**config.mk**
```make
export PLATFORM = sky130hd
export DESIGN_NAME = ex_mem_pipe_stage
export DESIGN_NICKNAME = d
export VERILOG_FILES = /design/src/rtl/ex_mem_pipe_stage.sv
export SDC_FILE = /design/constraint.sdc
export NUM_CORES = 1
export LEC_CHECK = 0
export CAP_MARGIN = 20
export CORE_ASPECT_RATIO = 1.2
export CORE_MARGIN = 5
export CORE_UTILIZATION = 50
export DETAILED_ROUTE_END_ITERATION = 10
export PLACE_DENSITY_LB_ADDON = 0.3
export SYNTH_ARGS = -nofsm -noshare
export SYNTH_HDL_FRONTEND = slang
export SYNTH_SLANG_ARGS = --single-unit
```
**constraint.sdc**
```tcl
create_clock -name clk -period 1.95 [get_ports clk]
set_input_delay 0.4875 -clock clk [delete_from_list [all_inputs] [get_ports clk]]
set_output_delay 0.4875 -clock clk [all_outputs]
set_load 0.05 [all_outputs]
```
**src/rtl/ex_mem_pipe_stage.sv**
```systemverilog
// ex_mem_pipe_stage: elastic EX/MEM register with optional 2-entry skid buffer, flush and bubble control
module ex_mem_pipe_stage #(
  parameter int DATA_W = 32,
  parameter int CTRL_W = 8,
  parameter int REG_W = 5,
  parameter logic [CTRL_W-1:0] CTRL_NOP = 1,
  parameter int SKID = 1
) (
  input  logic              clk,
  input  logic              reset,
  input  logic              flush,
  input  logic              in_valid,
  output logic              in_ready,
  input  logic [DATA_W-1:0] pc_4_in,
  input  logic [DATA_W-1:0] alu_in,
  input  logic [DATA_W-1:0] sw_in,
  input  logic [CTRL_W-1:0] control_in,
  input  logic [REG_W-1:0]  regdst_in,
  output logic              out_valid,
  input  logic              out_ready,
  output logic [DATA_W-1:0] pc_4_out,
  output logic [DATA_W-1:0] alu_out,
  output logic [DATA_W-1:0] sw_out,
  output logic [CTRL_W-1:0] control_out,
  output logic [REG_W-1:0]  regdst_out,
  output logic [1:0]        occupancy
);
  localparam int W = 3*DATA_W + CTRL_W + REG_W;
  localparam logic [W-1:0] RST = {{3*DATA_W{1'b0}}, CTRL_NOP, {REG_W{1'b0}}};
  typedef enum logic [1:0] {EMPTY = 2'd0, ONE = 2'd1, TWO = 2'd2} state_t;
  state_t state, state_n;
  logic [W-1:0] head, skid, din;
  logic rdy, acc, iss, ld_in, ld_skid, ld_head_skid;
  assign din = {pc_4_in, alu_in, sw_in, control_in, regdst_in};
  assign {pc_4_out, alu_out, sw_out, control_out, regdst_out} = head;
  assign out_valid = state != EMPTY;
  assign occupancy = state;
  assign in_ready = (SKID != 0) ? rdy : (!out_valid || out_ready);
  assign acc = in_valid && in_ready;
  assign iss = out_valid && out_ready;
  always_comb begin
    state_n = state;
    ld_in = 1'b0;
    ld_skid = 1'b0;
    ld_head_skid = 1'b0;
    case (state)
      EMPTY: if (acc) begin state_n = ONE; ld_in = 1'b1; end
      ONE:
        if (acc && iss) ld_in = 1'b1;
        else if (acc) begin state_n = TWO; ld_skid = 1'b1; end
        else if (iss) state_n = EMPTY;
      TWO: if (iss) begin state_n = ONE; ld_head_skid = 1'b1; end
      default: state_n = EMPTY;
    endcase
    if (flush) begin
      state_n = EMPTY;
      ld_in = 1'b0;
      ld_skid = 1'b0;
      ld_head_skid = 1'b0;
    end
  end
  always_ff @(posedge clk or negedge reset) begin
    if (!reset) begin
      state <= EMPTY;
      rdy <= 1'b1;
      head <= RST;
      skid <= '0;
    end else begin
      state <= state_n;
      rdy <= state_n != TWO;
      if (ld_in) head <= din;
      else if (ld_head_skid) head <= skid;
      if (state_n == EMPTY) head[REG_W +: CTRL_W] <= CTRL_NOP;
      if (ld_skid) skid <= din;
    end
  end
endmodule

```
# Word level (Yosys, flattened, before mapping)
# Cells that the tools add are included.
# word_totals
reg_bits	221
out_inout_bits	113
elab_cells	36
# op_classes
n_eq_ne	3
mux	20
reduce_logical	8
# op_table
operator	count
$mux 109	2
$mux 2	6
$mux 1	9
$mux 8	1
$pmux 2 s3	1
$logic_not 2->1	2
$reduce_bool 2->1	2
$logic_and 1x1->1	3
$reduce_bool 3->1	1
$eq 2x1->1 const B	1
$eq 2x2->1 const B	1
$ne 2x2->1 const B	1
$pmux 1 s2	1

# Depth between registers and ports, before layout
# logic_depth
ltp_word	9
mapped_depth	7

# Least setup slack after synthesis
# OpenSTA, ideal clock, no wires.
# synth_path
path_kind	reg2reg
from	reg rdy (netlist: in_ready)
to	reg head[11]
setup_ns	0.136
t_arrival_ns	1.834
slack_ns	-0.020
path_stages_with_launch	7
path_buffers	2
period_less_slack_ns	1.970
cell_sequence	dfstp_2 -> nand2_1 -> or4_4 -> buf_6 -> buf_2 -> nor2_1 -> a211oi_2
# synth_between
elab_chain_cells	7
word_cells_on_any_way	15
cone_classes	mux (11); reduce/logical (4)
# synth_rtl
element	line	text
start, declared	33	logic rdy, acc, iss, ld_in, ld_skid, ld_head_skid;
start signal, assigned	65	rdy <= 1'b1;
start signal, assigned	70	rdy <= state_n != TWO;
$logic_and 1x1->1 (*)	39	assign acc = in_valid && in_ready;
$mux 2 / $logic_and 1x1->1 (equally long branches)	50, 49	
$mux 2 / $mux 1 (equally long branches)	49	if (acc && iss) ld_in = 1'b1;
$pmux 2 s3 / $pmux 1 s2 (equally long branches)	46	case (state)
$mux 2 / $mux 1 (equally long branches)	55	if (flush) begin
$logic_not 2->1 / $mux 109 (equally long branches)	73, 71	
$reduce_bool 3->1 (no line) / $mux 8 (equally long branches)	-	
end signal, assigned	71	if (ld_in) head <= din;
end signal, assigned	72	else if (ld_head_skid) head <= skid;
end, declared	32	logic [W-1:0] head, skid, din;
# Every way passes the cells marked *; elsewhere a longest branch is shown, timed or not.
# A chain may end at the register's enable or synchronous reset.

# Final worst setup path
# layout_path
from	reg state[1] (netlist: occupancy[1])
to	out out_valid
# layout_between
elab_chain_cells	1
# layout_rtl
element	line	text
start, declared	31	state_t state, state_n;
start signal, assigned	69	state <= state_n;
$reduce_bool 2->1	36	assign out_valid = state != EMPTY;
end, declared	19	output logic out_valid,
# No other way between the ends.

==> flow_metrics.env <==
export IMPL_placementRows=54
export IMPL_hold_viol=0
export IMPL_drive_gt1_frac=0.318
export IMPL_drt_iter0_markers=267
export IMPL_avgSynthCellArea_um2=12.8
export IMPL_grt_max_degree=62
export IMPL_core_area_mm2=0.0182
export IMPL_p_clk_frac=0.296
export IMPL_grt_pass1_wl_um=34500
export IMPL_whs_ns=0.506
export IMPL_critPathKind="flip-flop to primary output"
export IMPL_cts_buffers=23
export IMPL_die_x_um=134
export IMPL_start_util=0.508
export IMPL_synth_area_leaders="dfrtp_1 (59%), mux2_2 (13%), mux2i_1 (12%)"
export IMPL_clk_pin_slew_ns=0.06
export IMPL_regToRegSetupSlack_ns=0.10
export IMPL_overflow=0
export IMPL_final_cell_mix="dfrtp_1 (218), buf_4 (130), clkdlybuf4s50_1 (112)"
export IMPL_pre_cts_ws_ns=-0.301
export IMPL_setup_viol_count_final=0
export IMPL_p_int_w=0.0100
export IMPL_via_count=6344
export IMPL_synthesis_nets=838
export IMPL_arrival_ns=1.43
export IMPL_drtPass1Iterations=4
export IMPL_syn_area_mm2=0.00927
export IMPL_io_pins=227
export IMPL_placed_cells=1162
export IMPL_area_growth_syn_to_layout_pct=35.9
export IMPL_yosysTopAreaCellShare=0.591
export IMPL_p_switching_w=0.00479
export IMPL_wl_um=21100
export IMPL_grtUsageTotal=0.194
export IMPL_ant_nets=0
export IMPL_hp_class="input port to asynchronous set/reset pin"
export IMPL_synth_largest_area_cell="dfrtp_1"
export IMPL_drv_slew=0
export IMPL_fin_crit_sh=0.982
export IMPL_setup_slack_ns=0.0356
export IMPL_place_gp_congestion=0.767
export IMPL_layout_commonest_cell="dfrtp_1"
export IMPL_fin_nets=1080
export IMPL_ys_flop_type="dfrtp_1"
export IMPL_endpoint_kind="primary output"
export IMPL_synth_cell_types=26
export IMPL_antenna_cells=0
export IMPL_layout_cells_non_filler=1206
export IMPL_antenna_found_initial=0
export IMPL_worst_pin_slew_ns=0.510
export IMPL_clock_tree_buffer_depth=3
export IMPL_worstSetupStartpointType="flip-flop"
export IMPL_ys_warn_count=0
export IMPL_drc=0
export IMPL_fp_dieH_um=159
export IMPL_slew_headroom=0.660
export IMPL_first_global_vias=6768
export IMPL_required_ns=1.46
export IMPL_portBuffers=226
export IMPL_ir_drop_mv=0.942
export IMPL_status="complete, no violations"
export IMPL_hpwl_um=14600
export IMPL_vias_per_cell=5.26
export IMPL_cap_violations=0
export IMPL_ys_seq_area_frac=0.597
export IMPL_seq_power_share=0.426
export IMPL_swShare=0.324
export IMPL_p_comb_frac=0.278
export IMPL_cts_tree="yes"
export IMPL_p_leak_nw=5.38
export IMPL_dieArea_mm2=0.0214
export IMPL_synthArstFlopShare=1.00
export IMPL_cp_max_fo=4
export IMPL_clock_tree_htree_level_count=1
export IMPL_syn_instance_count=724
export IMPL_routedWlPerCell_um=17.5
export IMPL_clk_latency_ns=0.51
export IMPL_synth_edf_count=0
export IMPL_synth_seq_cells=221
export IMPL_clock_sinks=221
export IMPL_fin_crit_ns=1.91
export IMPL_fin_setup_tns_ns=0
export IMPL_cts_root_buf="clkbuf_16"
export IMPL_clock_fmax_ghz=0.522
export IMPL_power_density_mw_per_mm2=1170
export IMPL_fin_skew_ns=0.0258
## cells in the mapped netlist (2+ instances only)
library cell / n
buf_6: 7
nor2_1: 109
a211oi_2: 7
dfrtp_1: 219
clkbuf_1: 12
buf_2: 29
dfstp_2: 2
a21oi_1: 101
mux2_2: 109
mux2i_1: 110
nand2_1: 4
## state kept, by name, summed over array words and instances, names as in the netlist
register / cells
head: 109
skid: 109
occupancy: 2
in_ready: 1
## power by group through the flow
stage / Sequential [W] / Clock, W / Combinational (W)
finish: 0.00630 / 0.00437 / 0.00411
CTS: 0.00630 / 0.00449 / 0.00417
detailed placement: 0.00637 / 0 / 0.00414
global route: 0.00644 / 0.00468 / 0.00437
floorplan: 0.00773 / 0 / 0.00126
global placement: 0.00633 / 0 / 0.00405
## metal layers
metal | vias up | share of wire | track usage
met5 | - | 0 | 0
met4 | 0 | 0.027 | 0.0597
met3 | 38 | 0.054 | 0.0351
met2 | 161 | 0.53 | 0.352
met1 | 3121 | 0.39 | 0.234
li1 | 3024 | - | -
## area by class of cell
cell class,count,area [um^2]
Timing Repair Buffer,266,2550
Clock inverter,7,92.6
Tap cell,224,280
Clock buffer,34,667
Multi-Input combinational cell,454,3470
Fill cell,1339,5650
Sequential cell,221,5530
## kinds of logic (layout without fill, tap and decap cells)
kind of cell,count (synthesis),count (layout),share of synthesized area
mux,219,219,0.251
simple gates,120,120,0.0516
compound gates,115,115,0.0701
flops,221,221,0.597
buf+inv,49,307,0.0298
## metrics by stage
stage | power [W] | util | area (um^2)
3_5_place_dp | 0.0105 | 0.647 | 11800
6_report | 0.0148 | 0.690 | 12600
5_1_grt | 0.0155 | 0.690 | 12600
4_1_cts | 0.0150 | 0.690 | 12600
2_1_floorplan | 0.00898 | - | 9270
3_3_place_gp | 0.0104 | 0.647 | 11800
## worst max-delay path, cell delays in order, from the launching register on
cell     delay (ns)
dfrtp_2        0.41
buf_6          0.13
or2_4          0.23
buf_8          0.15
## worst paths after layout
| check | endpoint | start | cells after the start |
|---|---|---|---|
| worst max-delay path | out_valid | occupancy[1] | 3 |
| worst min-delay path | head[98] | reset | 2 |
| worst max register to register | head[43] | in_ready | 5 |
| worst min register to register | skid[71] | skid[71] | 1 |
| max in group asynchronous | skid[45] | reset | 3 |
| min in group clk | skid[71] | skid[71] | 1 |
## repair_timing
| action | CTS | global route |
|---|---|---|
| hold buffers | 1 | 0 |
| pin swaps | 0 | 0 |
| resized for setup | 4 | 1 |
| setup endpoints to repair | 1 | 1 |
| hold endpoints to repair | 53 | 0 |
| buffers inserted | 1 | 1 |
Note: power is estimated with default switching activity, not from simulation.
